<file path="config.mk">
export PLATFORM = sky130hd
export DESIGN_NAME = i2c_master_flat
export DESIGN_NICKNAME = d
export VERILOG_FILES = /design/src/rtl/i2c_pkg.sv /design/src/rtl/i2c_master_if.sv /design/src/rtl/i2c_tick_gen.sv /design/src/rtl/i2c_master.sv /design/src/flat_wrapper.sv
export SDC_FILE = /design/constraint.sdc
export NUM_CORES = 1
export LEC_CHECK = 0
export CAP_MARGIN = 15
export CELL_PAD_IN_SITES_DETAIL_PLACEMENT = 1
export CELL_PAD_IN_SITES_GLOBAL_PLACEMENT = 2
export CORE_MARGIN = 10
export CORE_UTILIZATION = 30
export CTS_CLUSTER_DIAMETER = 200
export DETAILED_ROUTE_END_ITERATION = 7
export GPL_TIMING_DRIVEN = 0
export PLACE_DENSITY = 0.8
export SLEW_MARGIN = 10
export SYNTH_ARGS = -nofsm -noshare
export SYNTH_HDL_FRONTEND = slang
export SYNTH_SLANG_ARGS = --single-unit
</file>
<file path="constraint.sdc">
create_clock -name CLK -period 4.7 [get_ports CLK]
set_input_delay 0.94 -clock CLK [delete_from_list [all_inputs] [get_ports CLK]]
set_output_delay 0.94 -clock CLK [all_outputs]
set_load 0.01 [all_outputs]
</file>
<file path="src/rtl/i2c_pkg.sv">
// Shared I2C definitions: master FSM states, quarter-phase index and bus level constants.
// Also used by the i2c_slave benches.
package i2c_pkg;

    typedef enum logic [3:0] {
        IDLE,
        S_START,
        S_ADDR,
        S_AACK,
        S_WR,
        S_WACK,
        S_RD,
        S_RACK,
        S_STOP
    } state_t;

    typedef enum logic [1:0] {
        PH_Q0,
        PH_Q1,
        PH_Q2,
        PH_Q3
    } qtr_t;

    localparam logic RW_WRITE = 1'b0;
    localparam logic RW_READ  = 1'b1;
    localparam logic ACK      = 1'b0;
    localparam logic NACK     = 1'b1;

endpackage

</file>
<file path="src/rtl/i2c_master_if.sv">
// Request/response and SDA/SCL signals of the single-byte I2C master.
// The master modport is the controller's view; slave is the requester/bus side.
interface i2c_master_if;

    logic       ENB;
    logic       START;
    logic [6:0] ADDR;
    logic       RW;
    logic [7:0] D;
    logic [7:0] Q;
    logic       BUSY;
    logic       DONE;
    logic       NACK;
    logic       SCL;
    logic       SDA_O;
    logic       SDA_I;

    modport master (
        input  ENB, START, ADDR, RW, D, SDA_I,
        output Q, BUSY, DONE, NACK, SCL, SDA_O
    );

    modport slave (
        output ENB, START, ADDR, RW, D, SDA_I,
        input  Q, BUSY, DONE, NACK, SCL, SDA_O
    );

endinterface

</file>
<file path="src/rtl/i2c_tick_gen.sv">
// Quarter-slot prescaler: divides CLK by QTR while running and tracks the quarter index.
// Everything freezes while ENB is low; an idle (not running) generator parks at quarter 0.
module i2c_tick_gen
    import i2c_pkg::*;
#(
    parameter int unsigned QTR = 2
) (
    input  logic CLK,
    input  logic RESET,
    input  logic ENB,
    input  logic run,
    output logic tick,
    output qtr_t qtr
);

    localparam int unsigned   CW       = (QTR > 1) ? $clog2(QTR) : 1;
    localparam logic [CW-1:0] CNT_LAST = CW'(QTR - 1);

    logic [CW-1:0] cnt;

    assign tick = ENB && run && (cnt == CNT_LAST);

    always_ff @(posedge CLK) begin
        if (RESET) begin
            cnt <= '0;
            qtr <= PH_Q0;
        end else if (ENB) begin
            if (!run) begin
                cnt <= '0;
                qtr <= PH_Q0;
            end else if (cnt == CNT_LAST) begin
                cnt <= '0;
                qtr <= qtr_t'(qtr + 2'd1);
            end else begin
                cnt <= cnt + CW'(1);
            end
        end
    end

endmodule

</file>
<file path="src/rtl/i2c_master.sv">
// Single-byte I2C master: START, address+R/W, one data byte with ACK handling, STOP.
// Bus levels are registered and only updated on quarter boundaries from the tick generator.
module i2c_master
    import i2c_pkg::*;
#(
    parameter int unsigned QTR = 2
) (
    input  logic         CLK,
    input  logic         RESET,
    i2c_master_if.master bus
);

    state_t     state;
    qtr_t       qtr;
    logic       tick;
    logic [2:0] bit_cnt;
    logic [7:0] tx_sr;
    logic [7:0] rx_sr;
    logic [7:0] d_r;
    logic       rw_r;

    i2c_tick_gen #(
        .QTR(QTR)
    ) u_tick (
        .CLK  (CLK),
        .RESET(RESET),
        .ENB  (bus.ENB),
        .run  (bus.BUSY),
        .tick (tick),
        .qtr  (qtr)
    );

    always_ff @(posedge CLK) begin
        if (RESET) begin
            state     <= IDLE;
            bit_cnt   <= '0;
            tx_sr     <= '0;
            rx_sr     <= '0;
            d_r       <= '0;
            rw_r      <= RW_WRITE;
            bus.Q     <= '0;
            bus.BUSY  <= 1'b0;
            bus.DONE  <= 1'b0;
            bus.NACK  <= 1'b0;
            bus.SCL   <= 1'b1;
            bus.SDA_O <= 1'b1;
        end else if (bus.ENB) begin
            bus.DONE <= 1'b0;
            if (state == IDLE) begin
                if (bus.START) begin
                    state    <= S_START;
                    bus.BUSY <= 1'b1;
                    bus.NACK <= 1'b0;
                    tx_sr    <= {bus.ADDR, bus.RW};
                    d_r      <= bus.D;
                    rw_r     <= bus.RW;
                    bit_cnt  <= '0;
                end
            end else if (tick) begin
                unique case (qtr)
                    PH_Q0: ;
                    PH_Q1: begin
                        bus.SCL <= 1'b1;
                        if (state == S_START) bus.SDA_O <= 1'b0;
                    end
                    PH_Q2: begin
                        if (state == S_STOP) bus.SDA_O <= 1'b1;
                        if ((state == S_AACK || state == S_WACK) && bus.SDA_I != ACK)
                            bus.NACK <= 1'b1;
                        if (state == S_RD) rx_sr <= {rx_sr[6:0], bus.SDA_I};
                    end
                    PH_Q3: begin
                        // Slot end: pick the next slot and drive its q0 levels.
                        bus.SCL <= 1'b0;
                        unique case (state)
                            S_START: begin
                                state     <= S_ADDR;
                                bus.SDA_O <= tx_sr[7];
                                tx_sr     <= {tx_sr[6:0], 1'b0};
                                bit_cnt   <= '0;
                            end
                            S_ADDR, S_WR: begin
                                bit_cnt <= bit_cnt + 3'd1;
                                if (bit_cnt == 3'd7) begin
                                    state     <= (state == S_ADDR) ? S_AACK : S_WACK;
                                    bus.SDA_O <= 1'b1;
                                end else begin
                                    bus.SDA_O <= tx_sr[7];
                                    tx_sr     <= {tx_sr[6:0], 1'b0};
                                end
                            end
                            S_AACK: begin
                                if (bus.NACK) begin
                                    state     <= S_STOP;
                                    bus.SDA_O <= 1'b0;
                                end else if (rw_r == RW_READ) begin
                                    state     <= S_RD;
                                    bus.SDA_O <= 1'b1;
                                end else begin
                                    state     <= S_WR;
                                    bus.SDA_O <= d_r[7];
                                    tx_sr     <= {d_r[6:0], 1'b0};
                                end
                            end
                            S_RD: begin
                                bit_cnt <= bit_cnt + 3'd1;
                                if (bit_cnt == 3'd7) begin
                                    state     <= S_RACK;
                                    bus.SDA_O <= NACK;
                                    bus.Q     <= rx_sr;
                                end
                            end
                            S_WACK, S_RACK: begin
                                state     <= S_STOP;
                                bus.SDA_O <= 1'b0;
                            end
                            S_STOP: begin
                                state    <= IDLE;
                                bus.SCL  <= 1'b1;
                                bus.BUSY <= 1'b0;
                                bus.DONE <= 1'b1;
                            end
                            default: ;
                        endcase
                    end
                endcase
            end
        end
    end

endmodule

</file>
<file path="src/flat_wrapper.sv">
// flat-port wrapper written by rule: the top's interface ports become plain ports
module i2c_master_flat import i2c_pkg::*;
#(
    parameter int unsigned QTR = 2
)
  (CLK, RESET, bus_ENB, bus_START, bus_ADDR, bus_RW, bus_D, bus_SDA_I, bus_Q, bus_BUSY, bus_DONE, bus_NACK, bus_SCL, bus_SDA_O);
  i2c_master_if bus_i ();
  input  logic CLK;
  input  logic RESET;
  input wire logic [$bits(bus_i.ENB)-1:0] bus_ENB;
  input wire logic [$bits(bus_i.START)-1:0] bus_START;
  input wire logic [$bits(bus_i.ADDR)-1:0] bus_ADDR;
  input wire logic [$bits(bus_i.RW)-1:0] bus_RW;
  input wire logic [$bits(bus_i.D)-1:0] bus_D;
  input wire logic [$bits(bus_i.SDA_I)-1:0] bus_SDA_I;
  output wire logic [$bits(bus_i.Q)-1:0] bus_Q;
  output wire logic [$bits(bus_i.BUSY)-1:0] bus_BUSY;
  output wire logic [$bits(bus_i.DONE)-1:0] bus_DONE;
  output wire logic [$bits(bus_i.NACK)-1:0] bus_NACK;
  output wire logic [$bits(bus_i.SCL)-1:0] bus_SCL;
  output wire logic [$bits(bus_i.SDA_O)-1:0] bus_SDA_O;
  assign bus_i.ENB = bus_ENB;
  assign bus_i.START = bus_START;
  assign bus_i.ADDR = bus_ADDR;
  assign bus_i.RW = bus_RW;
  assign bus_i.D = bus_D;
  assign bus_i.SDA_I = bus_SDA_I;
  assign bus_Q = bus_i.Q;
  assign bus_BUSY = bus_i.BUSY;
  assign bus_DONE = bus_i.DONE;
  assign bus_NACK = bus_i.NACK;
  assign bus_SCL = bus_i.SCL;
  assign bus_SDA_O = bus_i.SDA_O;
  i2c_master #(.QTR(QTR)) u_core (.CLK(CLK), .RESET(RESET), .bus(bus_i));
endmodule
</file>
==> reports/metrics.yaml <==
synthArstFlopShare_pct: 0
endpoint_kind: "flip-flop"
grt_usage_pct: 10.94
die_h_microns: 108.8
rsz0062_at_grt: "no"
hpwl_microns: 4658
clock.fmax_ghz: 0.3703
port_buffers: 32
worstPathCellList: "clkdlybuf4s50_1, buf_4, nor2b_1, o211ai_1, nor3_2, a22o_1"
yosysWarningCount: 0
r2r_cells: 6
wl_per_cell_microns: 15.73
path_max_fanout: 10
synth_edf_count: 0
final-max-slew-violation-count: 0
ctsResizeCount: 0
cp_slowest_stage_delay_ps: 510
setup_tns_ps: 0
crit_type: "primary input to flip-flop"
min_path_type: "flip-flop to flip-flop"
ys_ff_latch: 48
worst-path-stages: 6
die_area_sq_um: 11840
num_antenna_cells: 0
power_density_nw_per_um2: 269.9
ys.flop_type: "dfxtp_1"
boundaryPins: 34
skew_ps: 8.703
rows: 32
cts_tree: "yes"
nFillCells: 934
final_hold_viol_count: 0
post-route-period-util_pct: 57.46
tightest_slew_ps: 661.3
vias_per_cell: 5.010
post-cts-setup-buffer-count: 0
cp_num_buf_inv: 2
cts_max_level: 2
hold_buffers: 0
layout.cells.non_filler: 398
gp_congestion: 0.8021
yosysSeqAreaShare_pct: 40.59
antenna_found_initial: 0
syn-num-nets: 283
syn_area_sq_um: 2367
synth.avg_cell_area_sq_um: 9.247
cts.reportedPaths.clkPinSlew_ps: 100
hold_path_depth: 2
die_w_microns: 108.8
place_inst: 390
setup_viol: 0
grt.overflow.total: 0
status: "finished, final reports clean"
grt_pass1_vias: 2110
root_buffer: "clkbuf_8"
clkLatencyLatePin_ps: 310
wirelength_microns: 6260
grt_max_degree: 16
drc_errors: 0
clock-sinks: 48
synth.distinct_cells: 54
synth_cells: 256
firstDrtPassIters: 4
coreArea_sq_um: 7687
critPathArrivalTime_ps: 2960
vias: 1994
cp-start-kind: "primary input"
drive_above_1_share_pct: 11.49
ant_nets: 0
slew_headroom_pct: 55.58
drt_iter0_drc: 36
initial_core_util_pct: 30.79
syn_to_final_growth_pct: 23.04
slowest_stage: "clkdlybuf4s50_1"
maxCapViolations: 0
nets: 322
power_leakage_nw: 1.080
cp_top_family: "simple AND/OR/NAND/NOR gates"
ir_drop_uv: 107.1
crit_required_ps: 4960
numCtsBuffers: 5
grt_pass1_wl_microns: 10470
fin_crit_ps: 2700
cts_buffer_depth: 2
## final timing paths
| kind | startpoint | to | slack, ps |
|---|---|---|---|
| max | bus_ENB | u_core.tx_sr[1]$_SDFFE_PP0P_ | 2000 |
| min | u_core.d_r[0]$_SDFFE_PP0P_ | u_core.d_r[0]$_SDFFE_PP0P_ | 470 |
| max reg2reg | u_core.u_tick.qtr[0]$_SDFFE_PP0P_ | u_core.bus.Q[3]$_SDFFE_PP0P_ | 2560 |
| min reg2reg | u_core.d_r[0]$_SDFFE_PP0P_ | u_core.d_r[0]$_SDFFE_PP0P_ | 470 |
## cell type report
type,count,area (sq um),share of cell area (%)
Buffer,18,95.09,3.265
Clock buffer,6,82.58,2.835
Clock inverter,2,15.01,0.5155
Inverter,6,22.52,0.7732
Multi-Input combinational cell,184,1289,44.24
Sequential cell,48,960.9,32.99
Tap cell,102,127.6,4.381
Timing Repair Buffer,32,320.3,11.00
## worst reg2reg max path, stage by stage (launching register included)
cell and delay (ps):
dfxtp_1 410, ha_1 270, and4_1 210, clkbuf_1 310, nand3_1 470, mux2i_1 290, nor2_1 50
## layer usage
metal  GRT usage (%)  up-vias  part of all wire (%)
li1                -      993                     -
met1           13.13      969                    46
met2           18.79       25                    48
met3           3.068        7                   4.2
met4           2.825        0                  0.91
met5               0        -                     0
## synth_stat cells (2+ instances only)
master / count / share of area (%)
a211oi_1: 2 / 0.63
inv_1: 6 / 0.95
and3_1: 3 / 0.79
o21bai_1: 2 / 0.63
o21a_1: 2 / 0.63
buf_2: 7 / 1.5
nand2_1: 27 / 4.3
nand4_1: 2 / 0.53
buf_4: 3 / 0.95
nor2_1: 27 / 4.3
o31ai_1: 2 / 0.63
nor4bb_1: 3 / 1.3
mux2_2: 3 / 1.4
nand3_1: 5 / 1.1
dfxtp_1: 48 / 41
o21ai_0: 13 / 2.7
nor3b_1: 2 / 0.63
a21oi_1: 18 / 3.8
nand2b_1: 4 / 1.1
ha_1: 6 / 3.2
clkbuf_1: 4 / 0.63
mux2i_1: 24 / 10
a22o_1: 9 / 3.3
buf_1: 3 / 0.48
o211ai_1: 2 / 0.63
## registers in the layout, indices dropped and copies added, names as in the netlist
register and cells:
u_core.bus.SDA_O 1, u_core.bus.BUSY 1, u_core.tx_sr 8, u_core.bit_cnt 3
u_core.rx_sr 8, u_core.state 4, u_core.u_tick.cnt 1, u_core.bus.SCL 1
u_core.rw_r 1, u_core.bus.NACK 1, u_core.d_r 8, u_core.u_tick.qtr 2
u_core.bus.DONE 1, u_core.bus.Q 8
## per-stage QoR
step / hold WS, ps / power (mW) / setup slack, ps / util [%] / area, sq um
3_3_place_gp: 448.6 / 0.5266 / 1652 / 36.62 / 2815
5_1_grt: 495.5 / 0.8203 / 1762 / 37.89 / 2913
4_1_cts: 475.6 / 0.7986 / 1988 / 37.89 / 2913
3_5_place_dp: 461.5 / 0.5277 / 1645 / 36.62 / 2815
2_1_floorplan: 436.0 / 0.4898 / 2588 / - / 2367
6_report: 467.1 / 0.7862 / 2000 / 37.89 / 2913
## where the power goes
part | internal (mW) | switching (mW) | leakage [nW]
Sequential | 0.416 | 0.00704 | 0.389
Clock | 0.119 | 0.150 | 0.0434
Combinational | 0.0453 | 0.0490 | 0.648
## placed cells by master (no fill, tap or decap), types with 2 or more instances in the layout
master	instances
dfxtp_1	48
clkdlybuf4s50_1	32
nor2_1	27
nand2_1	27
mux2i_1	24
a21oi_1	18
o21ai_0	13
a22o_1	9
buf_2	7
inv_1	6
ha_1	6
clkbuf_8	6
nand3_1	5
clkbuf_1	4
nand2b_1	4
buf_1	3
buf_4	3
and3_1	3
nor4bb_1	3
mux2_2	3
o21a_1	2
nand4_1	2
o21bai_1	2
nor3b_1	2
o211ai_1	2
o31ai_1	2
a211oi_1	2
clkinvlp_4	2
## logic make-up after synthesis
group	share of synthesized area (%)
AOI/OAI and AO/OA	18.92
xor gates and xnor gates	0.3700
adders and majority gates	3.594
buffers and inverters	4.968
DFF	40.59
muxes	12.53
and+or+nand+nor	19.03
Power figures use the tool's default switching activity.
